<file path="src/rtl/column_seq_pkg.sv">
// Shared types and default sizing for the column sequencer.
package column_seq_pkg;

  localparam int DEF_COL_W    = 32;
  localparam int DEF_NUM_COLS = 4;

  typedef enum logic [1:0] {
    ST_IDLE  = 2'd0,
    ST_ISSUE = 2'd1,
    ST_WAIT  = 2'd2,
    ST_DONE  = 2'd3
  } seq_state_e;

endpackage

</file>
<file path="src/rtl/column_sequencer_slot_insert.sv">
// Column slot extract/insert. Column 0 occupies the MSBs of the state word.
module slot_insert #(
  parameter int COL_W    = 32,
  parameter int NUM_COLS = 4,
  localparam int STATE_W = COL_W * NUM_COLS,
  localparam int IDX_W   = $clog2(NUM_COLS)
) (
  input  logic [STATE_W-1:0] state_i,
  input  logic [IDX_W-1:0]   idx_i,
  input  logic [COL_W-1:0]   col_i,
  output logic [COL_W-1:0]   col_o,
  output logic [STATE_W-1:0] state_o
);

  // Select the indexed column and build the state with that slot replaced.
  always_comb begin
    col_o   = '0;
    state_o = state_i;
    for (int i = 0; i < NUM_COLS; i++) begin
      if (idx_i == IDX_W'(i)) begin
        col_o = state_i[STATE_W-1-i*COL_W -: COL_W];
        state_o[STATE_W-1-i*COL_W -: COL_W] = col_i;
      end
    end
  end

endmodule

</file>
<file path="src/rtl/column_sequencer.sv">
// Column sequencer: walks enabled state columns through an external engine
// and writes each transformed column back in place.
//
//   state    | meaning
//   ---------+-----------------------------------------------------------
//   ST_IDLE  | waiting for start; captures state, mask and direction
//   ST_ISSUE | col_valid high, holding col_out/col_idx until col_ready
//   ST_WAIT  | column handed off, waiting for res_valid to write it back
//   ST_DONE  | one-cycle done pulse, then back to idle
module column_sequencer
  import column_seq_pkg::*;
#(
  parameter int COL_W    = DEF_COL_W,
  parameter int NUM_COLS = DEF_NUM_COLS,
  localparam int STATE_W = COL_W * NUM_COLS,
  localparam int IDX_W   = $clog2(NUM_COLS)
) (
  input  logic                CLK,
  input  logic                RESET_N,
  input  logic                start,
  input  logic [STATE_W-1:0]  state_in,
  input  logic [NUM_COLS-1:0] col_mask,
  input  logic                reverse,
  input  logic                abort,
  output logic [COL_W-1:0]    col_out,
  output logic [IDX_W-1:0]    col_idx,
  output logic                col_valid,
  input  logic                col_ready,
  input  logic [COL_W-1:0]    res_in,
  input  logic                res_valid,
  output logic [STATE_W-1:0]  state_out,
  output logic                busy,
  output logic                done
);

  seq_state_e          fsm_q, fsm_d;
  logic [STATE_W-1:0]  state_q, state_d;
  logic [NUM_COLS-1:0] mask_q, mask_d;
  logic                rev_q, rev_d;
  logic [IDX_W-1:0]    idx_q, idx_d;

  logic [STATE_W-1:0]  ins_state;
  logic [IDX_W:0]      nx_start, nx_cont;

  // Priority search for the next enabled column in visit order. The MSB of
  // the result flags that one was found. from_start ignores cur and returns
  // the first enabled column of the whole pass.
  function automatic logic [IDX_W:0] next_col(input logic [NUM_COLS-1:0] m,
                                              input logic                rev,
                                              input logic [IDX_W-1:0]    cur,
                                              input logic                from_start);
    logic [IDX_W:0] r;
    r = '0;
    if (!rev) begin
      for (int i = NUM_COLS - 1; i >= 0; i--) begin
        if (m[i] && (from_start || i > int'(cur))) r = {1'b1, IDX_W'(i)};
      end
    end else begin
      for (int i = 0; i < NUM_COLS; i++) begin
        if (m[i] && (from_start || i < int'(cur))) r = {1'b1, IDX_W'(i)};
      end
    end
    return r;
  endfunction

  assign nx_start = next_col(col_mask, reverse, {IDX_W{1'b0}}, 1'b1);
  assign nx_cont  = next_col(mask_q, rev_q, idx_q, 1'b0);

  slot_insert #(
    .COL_W    (COL_W),
    .NUM_COLS (NUM_COLS)
  ) u_slot (
    .state_i (state_q),
    .idx_i   (idx_q),
    .col_i   (res_in),
    .col_o   (col_out),
    .state_o (ins_state)
  );

  assign col_idx   = idx_q;
  assign col_valid = (fsm_q == ST_ISSUE);
  assign busy      = (fsm_q == ST_ISSUE) || (fsm_q == ST_WAIT);
  assign done      = (fsm_q == ST_DONE);
  assign state_out = state_q;

  // Next-state and datapath update; abort wins over a coincident result.
  always_comb begin
    fsm_d   = fsm_q;
    state_d = state_q;
    mask_d  = mask_q;
    rev_d   = rev_q;
    idx_d   = idx_q;
    case (fsm_q)
      ST_IDLE: begin
        if (start) begin
          state_d = state_in;
          mask_d  = col_mask;
          rev_d   = reverse;
          if (nx_start[IDX_W]) begin
            idx_d = nx_start[IDX_W-1:0];
            fsm_d = ST_ISSUE;
          end else begin
            fsm_d = ST_DONE;
          end
        end
      end
      ST_ISSUE: begin
        if (abort)          fsm_d = ST_IDLE;
        else if (col_ready) fsm_d = ST_WAIT;
      end
      ST_WAIT: begin
        if (abort) begin
          fsm_d = ST_IDLE;
        end else if (res_valid) begin
          state_d = ins_state;
          if (nx_cont[IDX_W]) begin
            idx_d = nx_cont[IDX_W-1:0];
            fsm_d = ST_ISSUE;
          end else begin
            fsm_d = ST_DONE;
          end
        end
      end
      ST_DONE: fsm_d = ST_IDLE;
      default: fsm_d = ST_IDLE;
    endcase
  end

  // State and datapath registers.
  always_ff @(posedge CLK or negedge RESET_N) begin
    if (!RESET_N) begin
      fsm_q   <= ST_IDLE;
      state_q <= '0;
      mask_q  <= '0;
      rev_q   <= 1'b0;
      idx_q   <= '0;
    end else begin
      fsm_q   <= fsm_d;
      state_q <= state_d;
      mask_q  <= mask_d;
      rev_q   <= rev_d;
      idx_q   <= idx_d;
    end
  end

endmodule

</file>
<file path="config.mk">
export PLATFORM = sky130hd
export DESIGN_NAME = column_sequencer
export DESIGN_NICKNAME = d
export VERILOG_FILES = /design/src/rtl/column_seq_pkg.sv /design/src/rtl/column_sequencer_slot_insert.sv /design/src/rtl/column_sequencer.sv
export SDC_FILE = /design/constraint.sdc
export NUM_CORES = 1
export LEC_CHECK = 0
export ABC_AREA = 1
export CELL_PAD_IN_SITES_DETAIL_PLACEMENT = 2
export CELL_PAD_IN_SITES_GLOBAL_PLACEMENT = 2
export CORE_MARGIN = 1.5
export CORE_UTILIZATION = 23
export DETAILED_ROUTE_END_ITERATION = 8
export PLACE_DENSITY = 0.85
export SYNTH_ARGS = -nofsm -noshare
export SYNTH_HDL_FRONTEND = slang
export SYNTH_SLANG_ARGS = --single-unit
</file>
<file path="constraint.sdc">
create_clock -name CLK -period 3 [get_ports CLK]
set_input_delay 0.3 -clock CLK [delete_from_list [all_inputs] [get_ports CLK]]
set_output_delay 0.3 -clock CLK [all_outputs]
set_load 0.01 [all_outputs]
</file>
==> results.py <==
metrics = {
    "critical_path": {
        "crit_required_ps": 2700,
        "critPathKind": "flop to output port",
        "r2r_start": "fsm_q[0]",
        "endpoint_kind": "output port",
        "worst_setup_path_start_kind": "flop",
        "crit_fanout": 34,
        "cp-startpoint": "col_idx[1]",
        "worst_ep_arrival_time_ps": 2470,
    },
    "clock_network": {
        "path_clk_slew_ps": 60,
        "tritoncts": "done",
        "cts.root.buffer_cell": "clkbuf_16",
        "cts_made_buffers": 17,
        "cts_setup_buffers": 0,
        "clkLatencyLatePin_ps": 420,
        "htree_levels": 4,
        "clock_path_buffers": 2,
        "cts.sinks": 137,
    },
    "sta": {
        "fin_skew_ps": 13.9,
        "relSlewSlack_pct": 56.8,
        "setup_viol": 0,
        "period_minus_slack_ps": 2770,
        "fin_crit_sh_pct": 92.5,
        "fmax_ghz": 0.360,
        "final_max_slew_viol_count": 0,
        "rsz0062_at_grt": "no",
        "worst_pin_slew_ps": 649,
        "hold_violations": 0,
        "tns_ps": 0,
    },
    "worst_hold_path": {
        "hold_class": "input port to asynchronous set/reset pin",
    },
    "synthesis": {
        "synth_enable_flop_cells": 0,
        "synth-compound-area-share_pct": 19.1,
        "synth_cell_types": 23,
        "ys_seq_elements": 137,
        "synth_cells": 1002,
        "ys_warn_count": 0,
        "yosysSeqAreaShare_pct": 47.1,
        "syn-cell-area_sq_um": 7280,
        "synth_xor_xnor_area_share_pct": 0,
        "synth_mux_area_share_pct": 0.155,
        "synthArstFlopShare_pct": 100,
        "synth_top_family_by_area": "simple AND/OR/NAND/NOR gates",
        "syn-num-nets": 1178,
        "synth_ff_type": "dfrtp_1",
        "yosys.area_share.simple_pct": 23.6,
        "synthAdderAreaFrac_pct": 0.859,
        "syn_area_per_cell_sq_um": 7.27,
    },
    "die": {
        "die_h_microns": 181,
        "num_io_pins": 336,
        "core_area_sq_um": 30900,
        "dieArea_sq_um": 32700,
        "die_w_microns": 181,
        "initial_utilization_pct": 23.6,
        "rows": 64,
    },
    "routing": {
        "dr.pass1.iters": 4,
        "wl_per_cell_microns": 20.4,
        "drc": 0,
        "vias_per_cell": 4.75,
        "dr_total_vias": 8243,
        "routed_wl_mm": 35.3,
        "ant_nets": 0,
        "drt_first_iter_violations": 232,
    },
    "placement": {
        "dp.final_hpwl_mm": 25.9,
        "place_area_sq_um": 11100,
        "port_buffers": 335,
        "gp_congestion": 0.818,
    },
    "cells_and_area": {
        "final_area_sq_um": 11700,
        "nets": 1497,
        "layout-drive-gt1-share_pct": 4.87,
        "multiInputGateArea_sq_um": 3200,
        "fillCellCount": 3553,
        "final_common_cell": "nand2_1",
        "layout_common_cells": "nand2_1, clkdlybuf4s50_1, dfrtp_1",
        "syn_to_final_growth_pct": 60.4,
        "regArea_sq_um": 3430,
    },
    "job": {
        "cap_violations": 0,
    },
    "global_routing": {
        "grt_usage_pct": 21.6,
        "overflow": 0,
        "grt_pass1_wl_mm": 53.9,
        "grt_pass1_vias": 9299,
        "grt_max_degree": 63,
        "antenna_found_initial": 5,
    },
    "outcome": {
        "status": "completed",
    },
    "power_and_ir_drop": {
        "power_density_nw_per_um2": 1250,
        "p_leak_nw": 5.41,
        "peakVddDrop_uv": 503,
    },
}
[cells by family after synthesis]
family,after synthesis
AOI/OAI and AO/OA,246
muxes,1
DFF,137
and+or+nand+nor,441
adders and majority gates,5
buffers and inverters,172
[worst max-delay path, stage by stage (launching register included)]
cell and delay, ps:
dfrtp_1 520, nor2_2 120, inv_4 440, o22ai_1 180, a21oi_1 150, o21ai_0 140, clkdlybuf4s50_1 500
[area by class of cell]
| type | instances | area share [%] |
|---|---|---|
| antenna | 4 | 0.0857 |
| clock buffer | 20 | 3.83 |
| clock inverter | 12 | 1.21 |
| inverter | 117 | 3.83 |
| multi-input combinational | 693 | 27.4 |
| sequential | 137 | 29.4 |
| tap | 396 | 4.24 |
| timing repair buffer | 355 | 30.0 |
[cells in the mapped netlist (2+ instances only)]
library cell  instances  area, sq um
nand2_1             392         1470
dfrtp_1             137         3430
inv_1               115          432
o21ai_0             101          505
a21oi_1              43          215
nand3_1              35          175
o21ai_1              34          170
clkbuf_1             33          124
o21a_1               32          240
o22ai_1              31          194
buf_2                21          105
nor2_1                9         33.8
ha_1                  5         62.6
a21oi_4               3         48.8
inv_2                 2         7.51
nand3b_1              2         15.0
[registers in the layout, indices dropped and copies added, names as in the netlist]
signal and count:
rev_q 1, mask_q 4, state_out 128, col_idx 2, fsm_q 2
[stage by stage]
step | worst slack (ps) | hold slack [ps] | util (%) | cells | total power (W)
after floorplan | 1200 | 4.41 | - | 1002 | 0.00769
after global placement | 522 | 336 | 35.8 | 1697 | 0.0121
after detailed placement | 374 | 334 | 35.8 | 1697 | 0.0125
after CTS | 89.9 | 458 | 37.7 | 1730 | 0.0148
after global routing | 16.6 | 476 | 37.8 | 1733 | 0.0157
final | 226 | 431 | 37.8 | 1734 | 0.0145
[report_power, final]
group	leakage, nW	total (W)	switching [W]	internal, W
logic	3.49	0.00889	0.00507	0.00382
clock network	0.270	0.00218	0.000915	0.00126
registers	1.65	0.00348	0.000656	0.00282
[timing repair]
| item | CTS | global route |
|---|---|---|
| hold endpoints to repair | 58 | 0 |
| hold buffers | 1 | 0 |
| cloned | 0 | 0 |
| gates resized for setup | 3 | 2 |
| setup endpoints to repair | 29 | 21 |
[layer usage]
metal | vias up | wire (microns) | part of all wire (%) | track usage, %
li1 | 3834 | - | - | -
met1 | 4095 | 14900 | 42 | 25.4
met2 | 254 | 17400 | 49 | 38.1
met3 | 58 | 1820 | 5.2 | 4.80
met4 | 2 | 1110 | 3.1 | 8.61
met5 | - | 17 | 0.048 | 0
[worst paths after layout]
| kind | end | slack (ps) | depth (start not counted) |
|---|---|---|---|
| worst max-delay path | col_out[23] | 230 | 6 |
| worst min-delay path | state_out[2] | 430 | 2 |
| worst max register to register | state_out[40] | 510 | 9 |
| worst min register to register | mask_q[0] | 500 | 2 |
| max in group asynchronous | state_out[84] | 1730 | 3 |
| min in group CLK | mask_q[0] | 500 | 2 |
Power figures use the tool's default switching activity.
